File: src/rtl/jpeg_rle_symbol_enc.sv
// Streaming JPEG run-length symbol encoder.
// Takes zig-zag-ordered quantised coefficients one per beat. Produces
// (run, size, amplitude) tokens, plus ZRL and EOB markers, for the Huffman stage.
// The single-entry output register is loaded the cycle after a coefficient is accepted.
module jpeg_rle_symbol_enc #(
    parameter int COEF_W  = 12,
    parameter int BLK_LEN = 64,
    parameter int SIZE_W  = 4
) (
    input  logic              clk,
    input  logic              rst,
    input  logic              in_valid,
    output logic              in_ready,
    input  logic [COEF_W-1:0] in_coef,
    input  logic              in_last,
    output logic              out_valid,
    input  logic              out_ready,
    output logic [3:0]        out_run,
    output logic [SIZE_W-1:0] out_size,
    output logic [COEF_W-1:0] out_amp,
    output logic              out_dc,
    output logic              out_zrl,
    output logic              out_eob,
    output logic              out_last,
    output logic              err_len
);

    localparam int POS_W = $clog2(BLK_LEN);
    localparam logic [POS_W-1:0] LAST_POS = POS_W'(BLK_LEN - 1);

    typedef enum logic [1:0] {S_DC, S_AC, S_FLUSH} state_t;

    typedef struct packed {
        logic [3:0]        run;
        logic [SIZE_W-1:0] size;
        logic [COEF_W-1:0] amp;
        logic              dc;
        logic              zrl;
        logic              eob;
        logic              last;
    } tok_t;

    function automatic tok_t mkTok(input logic [3:0] run, input logic [SIZE_W-1:0] size,
                                   input logic [COEF_W-1:0] amp, input logic dc,
                                   input logic zrl, input logic eob, input logic last);
        tok_t t;
        t.run  = run;
        t.size = size;
        t.amp  = amp;
        t.dc   = dc;
        t.zrl  = zrl;
        t.eob  = eob;
        t.last = last;
        return t;
    endfunction

    state_t            state_q;
    logic [POS_W-1:0]  pos_q;
    logic [3:0]        run_q;
    logic [1:0]        zrlCnt_q;
    tok_t              hold_q;
    tok_t              out_q;
    logic              outValid_q;
    logic              errLen_q;

    logic              inFire;
    logic              outFire;
    logic              coefZero;
    logic              blkEnd;
    logic              lenErr;
    logic [COEF_W-1:0] coefMag;
    logic [COEF_W-1:0] coefAmpRaw;
    logic [COEF_W-1:0] coefAmp;
    logic [COEF_W-1:0] ampMask;
    logic [COEF_W-1:0] one;
    logic [SIZE_W-1:0] coefSize;
    tok_t              zrlTok;
    tok_t              eobTok;

    assign in_ready = !rst && (state_q != S_FLUSH) && (!outValid_q || out_ready);
    assign inFire   = in_valid && in_ready;
    assign outFire  = outValid_q && out_ready;
    assign coefZero = (in_coef == '0);
    assign blkEnd   = in_last || (pos_q == LAST_POS);
    assign lenErr   = (in_last && (pos_q != LAST_POS)) || (!in_last && (pos_q == LAST_POS));
    assign zrlTok   = mkTok(4'd15, '0, '0, 1'b0, 1'b1, 1'b0, 1'b0);
    assign eobTok   = mkTok(4'd0, '0, '0, 1'b0, 1'b0, 1'b1, 1'b1);
    assign one      = COEF_W'(1);

    // Size category and amplitude bits of the incoming coefficient; the most
    // negative value has a magnitude that wraps to the MSB alone, giving size COEF_W.
    always_comb begin
        coefMag    = in_coef[COEF_W-1] ? (~in_coef + one) : in_coef;
        coefSize   = '0;
        for (int i = 0; i < COEF_W; i++) begin
            if (coefMag[i]) coefSize = SIZE_W'(i + 1);
        end
        coefAmpRaw = in_coef[COEF_W-1] ? (in_coef - one) : in_coef;
        ampMask    = (one << coefSize) - one;
        coefAmp    = coefAmpRaw & ampMask;
    end

    // Encoder state machine: tracks block position and zero runs, and loads the output token register.
    always_ff @(posedge clk or posedge rst) begin
        if (rst) begin
            state_q    <= S_DC;
            pos_q      <= '0;
            run_q      <= '0;
            zrlCnt_q   <= '0;
            hold_q     <= '0;
            out_q      <= '0;
            outValid_q <= 1'b0;
            errLen_q   <= 1'b0;
        end else begin
            errLen_q <= 1'b0;
            if (outFire) outValid_q <= 1'b0;
            case (state_q)
                S_DC: begin
                    if (inFire) begin
                        out_q      <= mkTok(4'd0, coefSize, coefAmp, 1'b1, 1'b0, 1'b0, blkEnd);
                        outValid_q <= 1'b1;
                        errLen_q   <= lenErr;
                        pos_q      <= blkEnd ? '0 : POS_W'(1);
                        run_q      <= '0;
                        zrlCnt_q   <= '0;
                        state_q    <= blkEnd ? S_DC : S_AC;
                    end
                end
                S_AC: begin
                    if (inFire) begin
                        errLen_q <= lenErr;
                        if (blkEnd) begin
                            pos_q <= '0;
                            run_q <= '0;
                            if (coefZero) begin
                                out_q      <= eobTok;
                                outValid_q <= 1'b1;
                                zrlCnt_q   <= '0;
                                state_q    <= S_DC;
                            end else if (zrlCnt_q != 2'd0) begin
                                out_q      <= zrlTok;
                                outValid_q <= 1'b1;
                                hold_q     <= mkTok(run_q, coefSize, coefAmp, 1'b0, 1'b0, 1'b0, 1'b1);
                                zrlCnt_q   <= zrlCnt_q - 2'd1;
                                state_q    <= S_FLUSH;
                            end else begin
                                out_q      <= mkTok(run_q, coefSize, coefAmp, 1'b0, 1'b0, 1'b0, 1'b1);
                                outValid_q <= 1'b1;
                                state_q    <= S_DC;
                            end
                        end else begin
                            pos_q <= pos_q + 1'b1;
                            if (coefZero) begin
                                if (run_q == 4'd15) begin
                                    run_q <= '0;
                                    if (zrlCnt_q != 2'd3) zrlCnt_q <= zrlCnt_q + 2'd1;
                                end else begin
                                    run_q <= run_q + 4'd1;
                                end
                            end else if (zrlCnt_q != 2'd0) begin
                                out_q      <= zrlTok;
                                outValid_q <= 1'b1;
                                hold_q     <= mkTok(run_q, coefSize, coefAmp, 1'b0, 1'b0, 1'b0, 1'b0);
                                zrlCnt_q   <= zrlCnt_q - 2'd1;
                                run_q      <= '0;
                                state_q    <= S_FLUSH;
                            end else begin
                                out_q      <= mkTok(run_q, coefSize, coefAmp, 1'b0, 1'b0, 1'b0, 1'b0);
                                outValid_q <= 1'b1;
                                run_q      <= '0;
                            end
                        end
                    end
                end
                S_FLUSH: begin
                    if (outFire) begin
                        outValid_q <= 1'b1;
                        if (zrlCnt_q != 2'd0) begin
                            out_q    <= zrlTok;
                            zrlCnt_q <= zrlCnt_q - 2'd1;
                        end else begin
                            out_q   <= hold_q;
                            state_q <= hold_q.last ? S_DC : S_AC;
                        end
                    end
                end
                default: state_q <= S_DC;
            endcase
        end
    end

    assign out_valid = outValid_q;
    assign out_run   = out_q.run;
    assign out_size  = out_q.size;
    assign out_amp   = out_q.amp;
    assign out_dc    = out_q.dc;
    assign out_zrl   = out_q.zrl;
    assign out_eob   = out_q.eob;
    assign out_last  = out_q.last;
    assign err_len   = errLen_q;

endmodule

File: config.mk
export PLATFORM = sky130hd
export DESIGN_NAME = jpeg_rle_symbol_enc
export DESIGN_NICKNAME = d
export VERILOG_FILES = /design/src/rtl/jpeg_rle_symbol_enc.sv
export SDC_FILE = /design/constraint.sdc
export NUM_CORES = 1
export LEC_CHECK = 0
export ABC_AREA = 1
export BUFFER_PORTS_ARGS = -buffer_cell sky130_fd_sc_hd__clkbuf_2
export CAP_MARGIN = 30
export CORE_AREA = 3 3 98 100
export CTS_CLUSTER_SIZE = 12
export DETAILED_ROUTE_END_ITERATION = 6
export DIE_AREA = 0 0 101 103
export HOLD_SLACK_MARGIN = 0.02
export PLACE_DENSITY_LB_ADDON = 0.25
export SLEW_MARGIN = 30
export SYNTH_ARGS = -nofsm -noshare
export SYNTH_HDL_FRONTEND = slang
export SYNTH_SLANG_ARGS = --single-unit
export TNS_END_PERCENT = 50
File: constraint.sdc
create_clock -name clk -period 3.8 [get_ports clk]
set_input_delay 0 -clock clk [delete_from_list [all_inputs] [get_ports clk]]
set_output_delay 0 -clock clk [all_outputs]
set_load 0.05 [all_outputs]
# Word-level counts from Yosys, hierarchy flattened
# Cells that the tools add are included.
[classes]
n_addsub = 7
eq_ne = 15
n_shift = 1
muxes = 71
bitwise_logic = 3
reduce_logical = 23
[ops]
columns = ["operator", "count"]
rows = [
  ["$mux 24", 14],
  ["$pmux 24 s3", 1],
  ["$mux 4", 16],
  ["$mux 2", 18],
  ["$mux 12", 2],
  ["$sub 12x1->12 const B", 2],
  ["$mux 6", 3],
  ["$add 12x1->12 const B", 1],
  ["$and 12x12->12", 1],
  ["$logic_not 12->1", 1],
  ["$mux 1", 12],
  ["$ne 2x2->1 const B", 6],
  ["$not 12->12", 1],
  ["$pmux 2 s3", 2],
  ["$pmux 6 s2", 1],
  ["$reduce_and 6->1", 2],
  ["$shl 1x4->12 const A", 1],
  ["$ne 4x4->1 const B", 2],
  ["$pmux 4 s2", 1],
  ["$add 6x1->6 const B", 1],
  ["$eq 6x6->1 const B", 1],
  ["$logic_and 1x1->1", 6],
  ["$ne 3x3->1 const B", 2],
  ["$ne 6x6->1 const B", 1],
  ["17 further kinds", 22],
]
[word_totals]
regBits = 64
output_inout_bits = 27
elab_cells = 140

# Longest topological paths before layout
# Gate-level depths: netlist of the first run.
[logic_depth]
word_depth = 23
ltp_mapped = 23

# Least setup slack after synthesis of the first run
# OpenSTA, ideal clock, no wires.
[synth_timing]
path_kind = "register to register"
start = "reg outValid_q, in the netlist out_valid"
end = "reg out_q (netlist bit out_amp[3])"
t_arrival_ns = 3.153
slack_ns = 0.569
path_stages_with_launch = 13
n_path_buf = 1
synth_period_minus_slack_ns = 3.231
path_cell_list = "dfrtp_1 > inv_1 > nor2_1 > nor3_1 > nand2_1 > o21ai_0 > inv_1 > nor3_1 > nand2_2 > inv_2 > buf_2 > nor2_1 > a21oi_1"
[synth_between]
elab_chain_cells = 6
word_cells_on_any_way = 9
cone_classes = "eq/ne: 3; reduce/logical: 6"
[synth_lines]
columns = ["element", "line", "text"]
rows = [
  ["start, declared", "63", "logic outValid_q;"],
  ["start signal, assigned", "112", "outValid_q <= 1'b0;"],
  ["start signal, assigned", "116", "if (outFire) outValid_q <= 1'b0;"],
  ["start signal, assigned", "121", "outValid_q <= 1'b1;"],
  ["$logic_not 1->1 *", "80", "assign in_ready = !rst && (state_q != S_FLUSH) && (!outValid_q || out_ready);"],
  ["$logic_or 1x1->1 *", "80", ""],
  ["$logic_and 1x1->1 *", "80", ""],
  ["via in_ready", "13", "output logic in_ready,"],
  ["$logic_and 1x1->1 *", "81", "assign inFire = in_valid && in_ready;"],
  ["$ne 2x2->1 (no source line)", "-", ""],
  ["$reduce_and 5->1 (no source line) *", "-", ""],
  ["end signal, assigned", "120", "out_q <= mkTok(4'd0, coefSize, coefAmp, 1'b1, 1'b0, 1'b0, blkEnd);"],
  ["end signal, assigned", "136", "out_q <= eobTok;"],
  ["end signal, assigned", "141", "out_q <= zrlTok;"],
  ["end, declared", "62", "tok_t out_q;"],
]
# Mark *: on every way through the listed nets, which the timed path passes. The rest lies on a longest branch.
# A chain may end at the register's enable or synchronous reset.

# Final worst setup path of the first run
[layout_timing]
start = "in in_coef[0]"
end = "reg out_q (netlist bit out_amp[1])"
[layout_between]
elab_chain_cells = 23
word_cells_on_any_way = 31
cone_classes = "add/sub: 3; eq/ne: 1; shift: 1; mux: 22; bitwise: 2; reduce/logical: 2"
[layout_lines]
columns = ["element", "line", "text"]
rows = [
  ["start, declared", "14", "input logic [COEF_W-1:0] in_coef,"],
  ["$not 12->12", "93", "coefMag = in_coef[COEF_W-1] ? (~in_coef + one) : in_coef;"],
  ["$add 12x1->12", "93", ""],
  ["$mux 12", "93", ""],
  ["$mux 1", "96", "if (coefMag[i]) coefSize = SIZE_W'(i + 1);"],
  ["$mux 4 (11 in series)", "96", ""],
  ["$shl 1x4->12", "99", "ampMask = (one << coefSize) - one;"],
  ["$sub 12x1->12", "99", ""],
  ["$and 12x12->12", "100", "coefAmp = coefAmpRaw & ampMask;"],
  ["$mux 24 (on tied branches)", "160, 140", ""],
  ["$mux 24 (on tied branches)", "153, 135", ""],
  ["$mux 24", "132", "if (blkEnd) begin"],
  ["$mux 24", "130", "if (inFire) begin"],
  ["$pmux 24 s3", "117", "case (state_q)"],
  ["end signal, assigned", "120", ""],
  ["end signal, assigned", "136", ""],
  ["end signal, assigned", "161", "out_q <= zrlTok;"],
]
# Several ways; a longest one is shown, not always the timed one. The select of a mux whose other input is x is not followed.

==> results of run 1 <==
==> state kept, by name (all words and copies together), names as in the netlist <==
name	flops
state_q	2
out_run	4
out_size	4
pos_q	6
out_last	1
hold_q	21
out_valid	1
out_eob	1
out_amp	12
zrlCnt_q	2
out_zrl	1
out_dc	1
run_q	4
err_len	1
==> layer usage <==
metal / track usage [%] / vias to the layer above
met1: 24.8 / 1673
met4: 5.21 / 0
li1: - / 1812
met5: 0 / -
met3: 3.45 / 6
met2: 32.3 / 86
==> worst max-delay path, delay by kind of cell <==
kind            cells  cell delay [ps]
buf+inv             4              930
simple gates       15             1720
fa+ha+maj           2              580
compound gates      2              250
==> worst paths after layout <==
| check | from | to | slack [ps] |
|---|---|---|---|
| max | in_coef[0] | out_amp[1] | 580 |
| min | in_last | err_len | 90 |
| max reg2reg | pos_q[0] | out_amp[4] | 1020 |
| min reg2reg | hold_q[5] | hold_q[5] | 480 |
| max in group asynchronous | rst | hold_q[6] | 2650 |
| min in group asynchronous | rst | state_q[1] | 290 |
==> area by class of cell <==
cell class | instances | area [µm²] | share of cell area [%]
Timing Repair Buffer | 48 | 260 | 5.84
Clock buffer | 9 | 124 | 2.78
Multi-Input combinational cell | 384 | 2080 | 46.8
Tap cell | 108 | 135 | 3.03
Sequential cell | 61 | 1530 | 34.3
Clock inverter | 7 | 66.3 | 1.49
Inverter | 69 | 259 | 5.81
==> synthesized netlist by cell type (2+ instances only) <==
master      n  area share (%)
ha_1       14             4.5
nand3_1    34             4.3
nor2_8      2             1.0
a31oi_1     4            0.64
o211ai_1    2            0.38
buf_2       7            0.89
o21ai_0    27             3.4
a22oi_1     2            0.38
nand2_2    10             1.6
o21ai_1     9             1.1
dfrtp_1    61              39
xor2_1     13             2.9
nor2_1     49             4.7
nand2_1   114              11
nand3_2     5             1.3
inv_2       8            0.76
nand2_4     4             1.1
nor3_1     10             1.3
o22ai_1     7             1.1
nand4_1     9             1.4
nor2_2      6            0.96
nor2_4      4             1.1
clkinv_1    3            0.29
clkbuf_1    6            0.57
inv_1      58             5.5
a21oi_1    48             6.1
==> layout by cell type (no fill, tap or decap), drive strengths merged <==
| master | count |
|---|---|
| a211oi | 1 |
| a21oi | 49 |
| a221oi | 1 |
| a22oi | 2 |
| a31oi | 4 |
| and2 | 1 |
| and3 | 1 |
| buf | 2 |
| bufinv | 1 |
| clkbuf | 52 |
| clkinv | 8 |
| clkinvlp | 1 |
| dfrtp | 61 |
| dlygate4sd3 | 3 |
| ha | 14 |
| inv | 66 |
| nand2 | 128 |
| nand3 | 40 |
| nand3b | 1 |
| nand4 | 9 |
| nor2 | 61 |
| nor3 | 11 |
| nor3b | 1 |
| o211ai | 2 |
| o21ai | 36 |
| o22ai | 7 |
| o41ai | 1 |
| xnor2 | 1 |
| xor2 | 13 |
==> power breakdown <==
group	switching (mW)	internal [mW]	total (mW)	leakage, nW
Clock	0.262	0.299	0.561	0.0987
Sequential	0.0979	0.818	0.916	0.803
Combinational	1.13	0.401	1.53	1.32
Total	1.49	1.52	3.00	2.23
==> cell families (layout without fill, tap and decap cells) <==
kind of cell | count (synthesis) | in the layout
simple gates | 253 | 253
compound gates | 103 | 103
xor+xnor | 14 | 14
buf+inv | 82 | 133
flops | 61 | 61
fa+ha+maj | 14 | 14
==> stage by stage <==
step	utilization, %	setup WS, ps	cells	power [mW]
after floorplan	-	569	527	2.10
after global placement	48.3	784	667	2.44
after detailed placement	48.3	758	667	2.46
after CTS	50.8	558	686	3.03
after global routing	50.8	273	686	3.25
final	50.8	581	686	3.00
==> results.txt, run 1 <==
- Starting utilization of the core area: 44.8%
- Run status: finished, final reports clean
- A synthesized cell averages 7.45 µm².
- Setup Crit Path Kind: input port to flip-flop
- Final-report hold violation count: 0
- Diode insertion count for antenna repair: 0
- Share of async-settable or async-resettable flops after synthesis: 100%
- Max Fclk: 0.311 GHz
- The netlist uses 37 different library cells.
* Routability Congestion: 0.865
- The final max-slew violation count came to 0.
- Insertion delay to the later sink of the worst-skew pair: 340 ps
- Hold slack final: 87.7 ps
- First-pass GRT wire length: 15800 µm
- The via count of the first global-routing pass came to 3454.
* CP max stage cell: dlygate4sd3_1
- STA puts the critical path data required time at 4060 ps.
* Syn nets: 558
* Hold buffers post-CTS: 3
- Sum of routed wire segments on met1: 4200 µm
* Peak VDD IR: 244 µV
- # Max-Cap Violations: 0
* Wire length on met3: 405 µm
* Post-Synth XOR/XNOR Area: 3.12%
- Yosys printed 0 warnings.
- Fraction of synthesized area in multiplexers: 0%
* Horizontal die dimension: 101 µm
* Post-route DRC: 0
* Area of the placeable core: 8760 µm²
- Slew HR: 43.3%
- Via-per-instance ratio: 5.21
* Max FO, Critical Path: 7
- After detailed routing, the total wire length is 9230 µm.
- Clock sinks: 61
* Number of cells produced by synthesis: 527
* Met2 wire length: 4560 µm
- DRT Pass-1 Iters: 4
- Total of fill cells in the finished design: 894
* Final design instance area without fill: 4460 µm²
- Post-synthesis simple-gate area fraction: 31.2%
* Static Leakage: 2.23 nW
- Cell repeated most along the worst path: nand2_1
- Subtracting the final worst setup slack from the clock period gives 3220 ps.
* Net count, final: 604
- Number of gates given a new drive strength after cts: 0
- Setup_tns: 0 ps
- Layout Skew: 9.12 ps
- PwrDens: 674 nW/µm²
- In this run the tool buffered the top-level ports with 43 buffer cells.
* All-Layer GR Usage: 18.9%
- At the pin with the least slew margin, the transition time is 849 ps.
- Setup repair after global routing left no endpoint under its margin.
* Number of rows created at floorplan: 34
- Buffers inserted during clock tree synthesis total 9.
* Crit path arrival time: 3480 ps
* Root Driver: clkbuf_8
- TritonCTS built the clock tree.
* Fin crit share: 84.7%
* Number of top-level pins: 44
- Of the cells placed in the final design, the portion with a size suffix greater than 1 is 18.2%.
- In this run the remaining antenna-violating nets after routing total 0.
- Violation count after the first detailed-route iteration: 159
- Final count of negative-setup-slack endpoints: 0
* Die area: 10400 µm²
- In this run the cell area measured after placement is 4240 µm².
* Number of buffers added for setup after CTS: 0
- Area fraction in compound gates after synthesis: 14.3%
- In this run the number of H-tree levels came out at 3.
- The worst hold path belongs to the class input port to flip-flop.
- FF-to-FF path depth: 14
- Wire per inst: 13.4 µm
* Cell count of the worst hold path: 5
* Crit-path max cell delay: 530 ps
* Top_reg_cell synth: dfrtp_1
- Final HPWL DP: 7090 µm
- The die is 103 µm tall.
- STA classifies the critical path endpoint as a flip-flop.
- Highest routed metal layer: met4
- From synthesis to final layout, the design area changed by 13.4%.
* Share of the yosys chip area belonging to registers: 38.9%
- Counting flops with a built-in enable in the synthesized netlist gives 0.
- The signal on the critical path passes through dlygate4sd3_1 > clkbuf_2 > inv_1 > ha_1 > inv_1 > nand2_1 > nand2_1 > nand2_1 > o21ai_0 > nand3_1 > nand2_1 > nand2_1 > nand2_1 > nand2_1 > nand2_1 > nand2_1 > nand2_1 > nor2_1 > nand2_1 > ha_1 > nor3b_1 > nand2_1 > a21oi_1.
- Initial antenna violation count: 0
- Reg clk slew, reported paths: 70 ps
- CP Launch Type: input port
* Total via count in the routed design: 3577
- After synthesis, the largest family of logic cells by area is simple AND/OR/NAND/NOR gates.
- For this run the aggregate overflow at the end of global routing stands at 0.
* Buffers from clock root to sink, at most: 2
* Netlist Area Pre-Place: 3930 µm²
* Number of synthesized register bits: 61
- Entering global routing, the biggest net connects 35 pins.
* Area share of fa/ha/maj cells after synthesis: 4.46%
Power figures use the tool's default switching activity.
==> inputs of run 2 (changes only) <==
ABC_AREA = 0   (was 1)
CORE_AREA = 3 3 99 101   (was 3 3 98 100)
DIE_AREA = 0 0 102 104   (was 0 0 101 103)
clock period = 2.9 ns   (was 3.8 ns; I/O delays follow)
==> run 2 against run 1 <==
Synthesized cell count down 13%. Synthesized area rose by 1.5%. Via count increased by 0.36%. Highest routed layer unchanged. Sequential share of layout area fell by 2.3 points. Non-clock buffer count rose by 36. Combinational power up 24%. Total power is 25% higher. Largest power group unchanged. Hold slack worse by 11 ps. Largest cell class unchanged. Final cell count fell by 6.3%.
==> results.txt, run 2 <==
* Unrepaired setup endpoints after global routing: no
- Final core utilization: 52.5% (+1.6 points)
- Wire per inst: 15.1 µm (+13%)
- Count of non-filler cells in the finished layout: 643 (-6.3%)
* Layout Skew: 8.06 ps (-1.06 ps)
* First-pass GRT wire length: 16700 µm (+5.5%)
* Setup Crit Path Kind: input port to flip-flop
* Clock group share of total power: 20.4% (+1.7 points)
* Pin slew with the least headroom to its limit: 678 ps (-171 ps)
- The count of flip-flops with a built-in enable after synthesis came to 0 (unchanged).
* Most common library cell in the layout ignoring fill and taps: nand2_1
* Routability Congestion: 0.904 (+4.5%)
* Switch Pwr: 1.74 mW (+17%)
* Clock tree from TritonCTS: built
* Number of port buffers: 43 (unchanged)
* Number of top-level pins: 44 (unchanged)
* Largest net degree at the start of global routing: 32 (-8.6%)
* Area occupied by multi-input gates: 2330 µm² (+12%)
- The largest individual stage delay along the critical path comes from the cell or4b_4.
- Top-area cell type share of the netlist area: 38.3% (-0.57 points)
- Library cell with the largest summed area after synthesis: dfrtp_1
- HP Class: input port to flip-flop
- Top_reg_cell synth: dfrtp_1
- The run finished with clean final reports.
* Die area: 10600 µm² (+2.0%)
- Dividing the final minimum period by the clock period gives 90.7%.
- Shortest clock period the worst path allows after layout: 2630 ps
- Final Max Slew Viols: 0 (unchanged)
* Number of buffers added for setup after CTS: 0 (unchanged)
* Max FFs per register: 21 (unchanged)
* Violation count after the first detailed-route iteration: 222 (+40%)
- Final worst setup slack: 270 ps (-311 ps)
- The sequential element share of the synthesized area came to 38.3% (-0.57 points).
* Total number of yosys warnings: 0 (unchanged)
* DRT antenna net count: 0 (unchanged)
- The total overflow reported by the global router is 0 (unchanged).
* Synth Area per Inst: 8.67 µm² (+16%)
- Max FO, Critical Path: 9 (+2)
* Starting utilization of the core area: 43.8% (-1.1 points)
* Clock buffer count from CTS: 9 (unchanged)
- The worst path arrival time is 2880 ps (-600 ps).
* Leading cell types by count after synthesis: nand2_1 (64), dfrtp_1 (61), nor2_1 (51)
- The length of the first detailed-routing pass in iterations is 4 (unchanged).
- Sequential Area: 1530 µm² (unchanged)
- The count of vias placed by the detailed router was 3590 (+0.36%).
- Clock sinks: 61 (unchanged)
- The clock insertion delay at the later pin of the skew report is 330 ps (about the same).
- Share of async-settable or async-resettable flops after synthesis: 100% (unchanged)
- Final HPWL DP: 7500 µm (+5.8%)
- Cells along the critical path: clkbuf_2 > inv_2 > ha_4 > or4b_4 > o31ai_4 > xor2_2 > nand2_1 > a21o_1 > or4_4 > ha_2 > nor2_1 > a21oi_1 > or2_1 > o211ai_2
- Logic pwr share: 50.4% (-0.4 points)
- The number of antenna violations at the first check in global routing came to 0 (unchanged).
* Internal power summed over all cells: 2.02 mW (+33%)
- Number of cells produced by synthesis: 460 (-13%)
* Buffers from clock root to sink, at most: 2 (unchanged)
- The critical path buffer and inverter count was 2 (-2).
- The via count of the first global-routing pass came to 3510 (+1.6%).
- In this run the clock root is driven by a clkbuf_8.
* Detailed-route wire length: 9740 µm (+5.6%)
- Static Leakage: 2.17 nW (-2.3%)
- Hold buffers post-CTS: 1 (-2)
* Netlist Area Pre-Place: 3990 µm² (+1.5%)
* Via-per-instance ratio: 5.58 (+7.1%)
- The top cell types in the final layout, fill and taps aside, are nand2_1 (64), dfrtp_1 (61), nor2_1 (51).
- Number of gates given a new drive strength after cts: 0 (unchanged)
- Layout cell share with drive strength beyond 1: 26.3% (+8.1 points)
- CP Launch Type: input port
* Final-report hold violation count: 0 (unchanged)
* PwrDens: 786 nW/µm² (+17%)
- The die span in y came to 104 µm (+0.97%).
- Among all cell types in the netlist, the one instantiated most often is nand2_1.
- Diode insertion count for antenna repair: 0 (unchanged)
- Pre-CTS setup slack: -55.7 ps (-814 ps)
* Net count, final: 560 (-7.3%)
- In this design, the largest share of critical-path delay is due to simple AND/OR/NAND/NOR gates.
- The standard-cell row count was 35 (+2.9%).
* Hold slack final: 77.0 ps (-10.7 ps)
- Count of unique library cells instantiated by Yosys: 72 (+95%)
* Top post-synthesis cells by area: dfrtp_1 (38%), nand2_1 (6.0%), o21ai_0 (5.1%), nor2_1 (4.8%), ha_1 (4.4%)
* Fraction of power consumed by sequential logic: 29.2% (-1.3 points)
- Reg clk slew, reported paths: 60 ps (about the same)
- The synthesized netlist net count is 491 (-12%).
- The total of endpoints with negative setup slack in the final report was 0 (unchanged).
* Post-route DRC: 0 (unchanged)
- More flip-flops sit in one register than any other, and that register is hold_q.
- All-Layer GR Usage: 19.4% (+0.44 points)
- Total of fill cells in the finished design: 865 (-3.2%)
- The largest stage delay on the critical path is 490 ps (-40 ps).
- Proportion of total power due to net switching: 46.3% (-3.2 points)
- The required time at the worst-slack endpoint is 3150 ps (-910 ps).
- Growth of design area from synthesis to finish: 19.9%
* Setup_tns: 0 ps (unchanged)
* # Max-Cap Violations: 0 (unchanged)
- Number of synthesized register bits: 61 (unchanged)
- STA classifies the critical path endpoint as a flip-flop.
- The area of the core was 9110 µm² (+3.9%).
- The placed cell count was 628 (-5.8%).
- The number of levels the H-tree was split into came to 3 (unchanged).
* Horizontal die dimension: 102 µm (+0.99%)
- Static timing analysis puts the maximum clock frequency at 0.380 GHz.
- Slew HR: 54.8% (+11 points)
* Peak VDD IR: 381 µV (+56%)
==> run 2: cell families (layout without fill, tap and decap cells) <==
logic type                 Yosys count  count (layout)  share of synthesized area, %
AOI/OAI and AO/OA                  115             115                          20.3
xor gates and xnor gates            20              20                          4.58
adders and majority gates           14              14                          4.39
buffers and inverters               42             114                          4.52
DFF                                 61              61                          38.3
muxes                               12              12                          3.33
and+or+nand+nor                    196             196                          24.6
==> run 2: worst min-delay path, stage by stage <==
cell and delay (ps):
clkbuf_2 80, inv_1 40, ha_1 120, inv_1 40, nor2_1 80
==> run 2: final timing paths <==
kind,startpoint,endpoint,slack (ps),cells after the start
min in group asynchronous,rst,pos_q[0],250,3
max in group asynchronous,rst,hold_q[12],1960,4
setup / recovery,in_coef[1],out_amp[10],270,14
hold reg to reg,out_amp[11],out_amp[11],470,2
hold / removal,in_last,err_len,80,5
setup reg to reg,state_q[0],out_amp[0],420,10
==> run 2: routing by layer <==
layer  part of all wire [%]  vias up  GRT usage, %
li1                       -     1773             -
met1                     49     1711          27.2
met2                     45       92          29.7
met3                    4.4       14          3.76
met4                    1.9        0          6.47
met5                      0        -             0
==> run 2: metrics by stage <==
stage / power, mW / instance area (µm²)
global placement: 2.97 / 4570
floorplan: 2.44 / 4050
CTS: 3.79 / 4780
finish: 3.76 / 4780
global route: 4.00 / 4780
detailed placement: 3.02 / 4570
==> run 2: final cells by class <==
type                            count  area share [%]
Timing Repair Buffer               84            11.0
Tap cell                          111            2.91
Sequential cell                    61            31.9
Clock buffer                       13            3.53
Multi-Input combinational cell    357            48.7
Inverter                           16            1.26
Clock inverter                      1           0.628
==> run 2: power groups by stage <==
stage,logic [mW],registers (mW),clock network [mW]
after floorplan,0.936,1.50,0
after global placement,1.86,1.11,0
after detailed placement,1.90,1.12,0
after CTS,1.90,1.10,0.785
after global routing,2.06,1.12,0.821
final,1.89,1.10,0.767
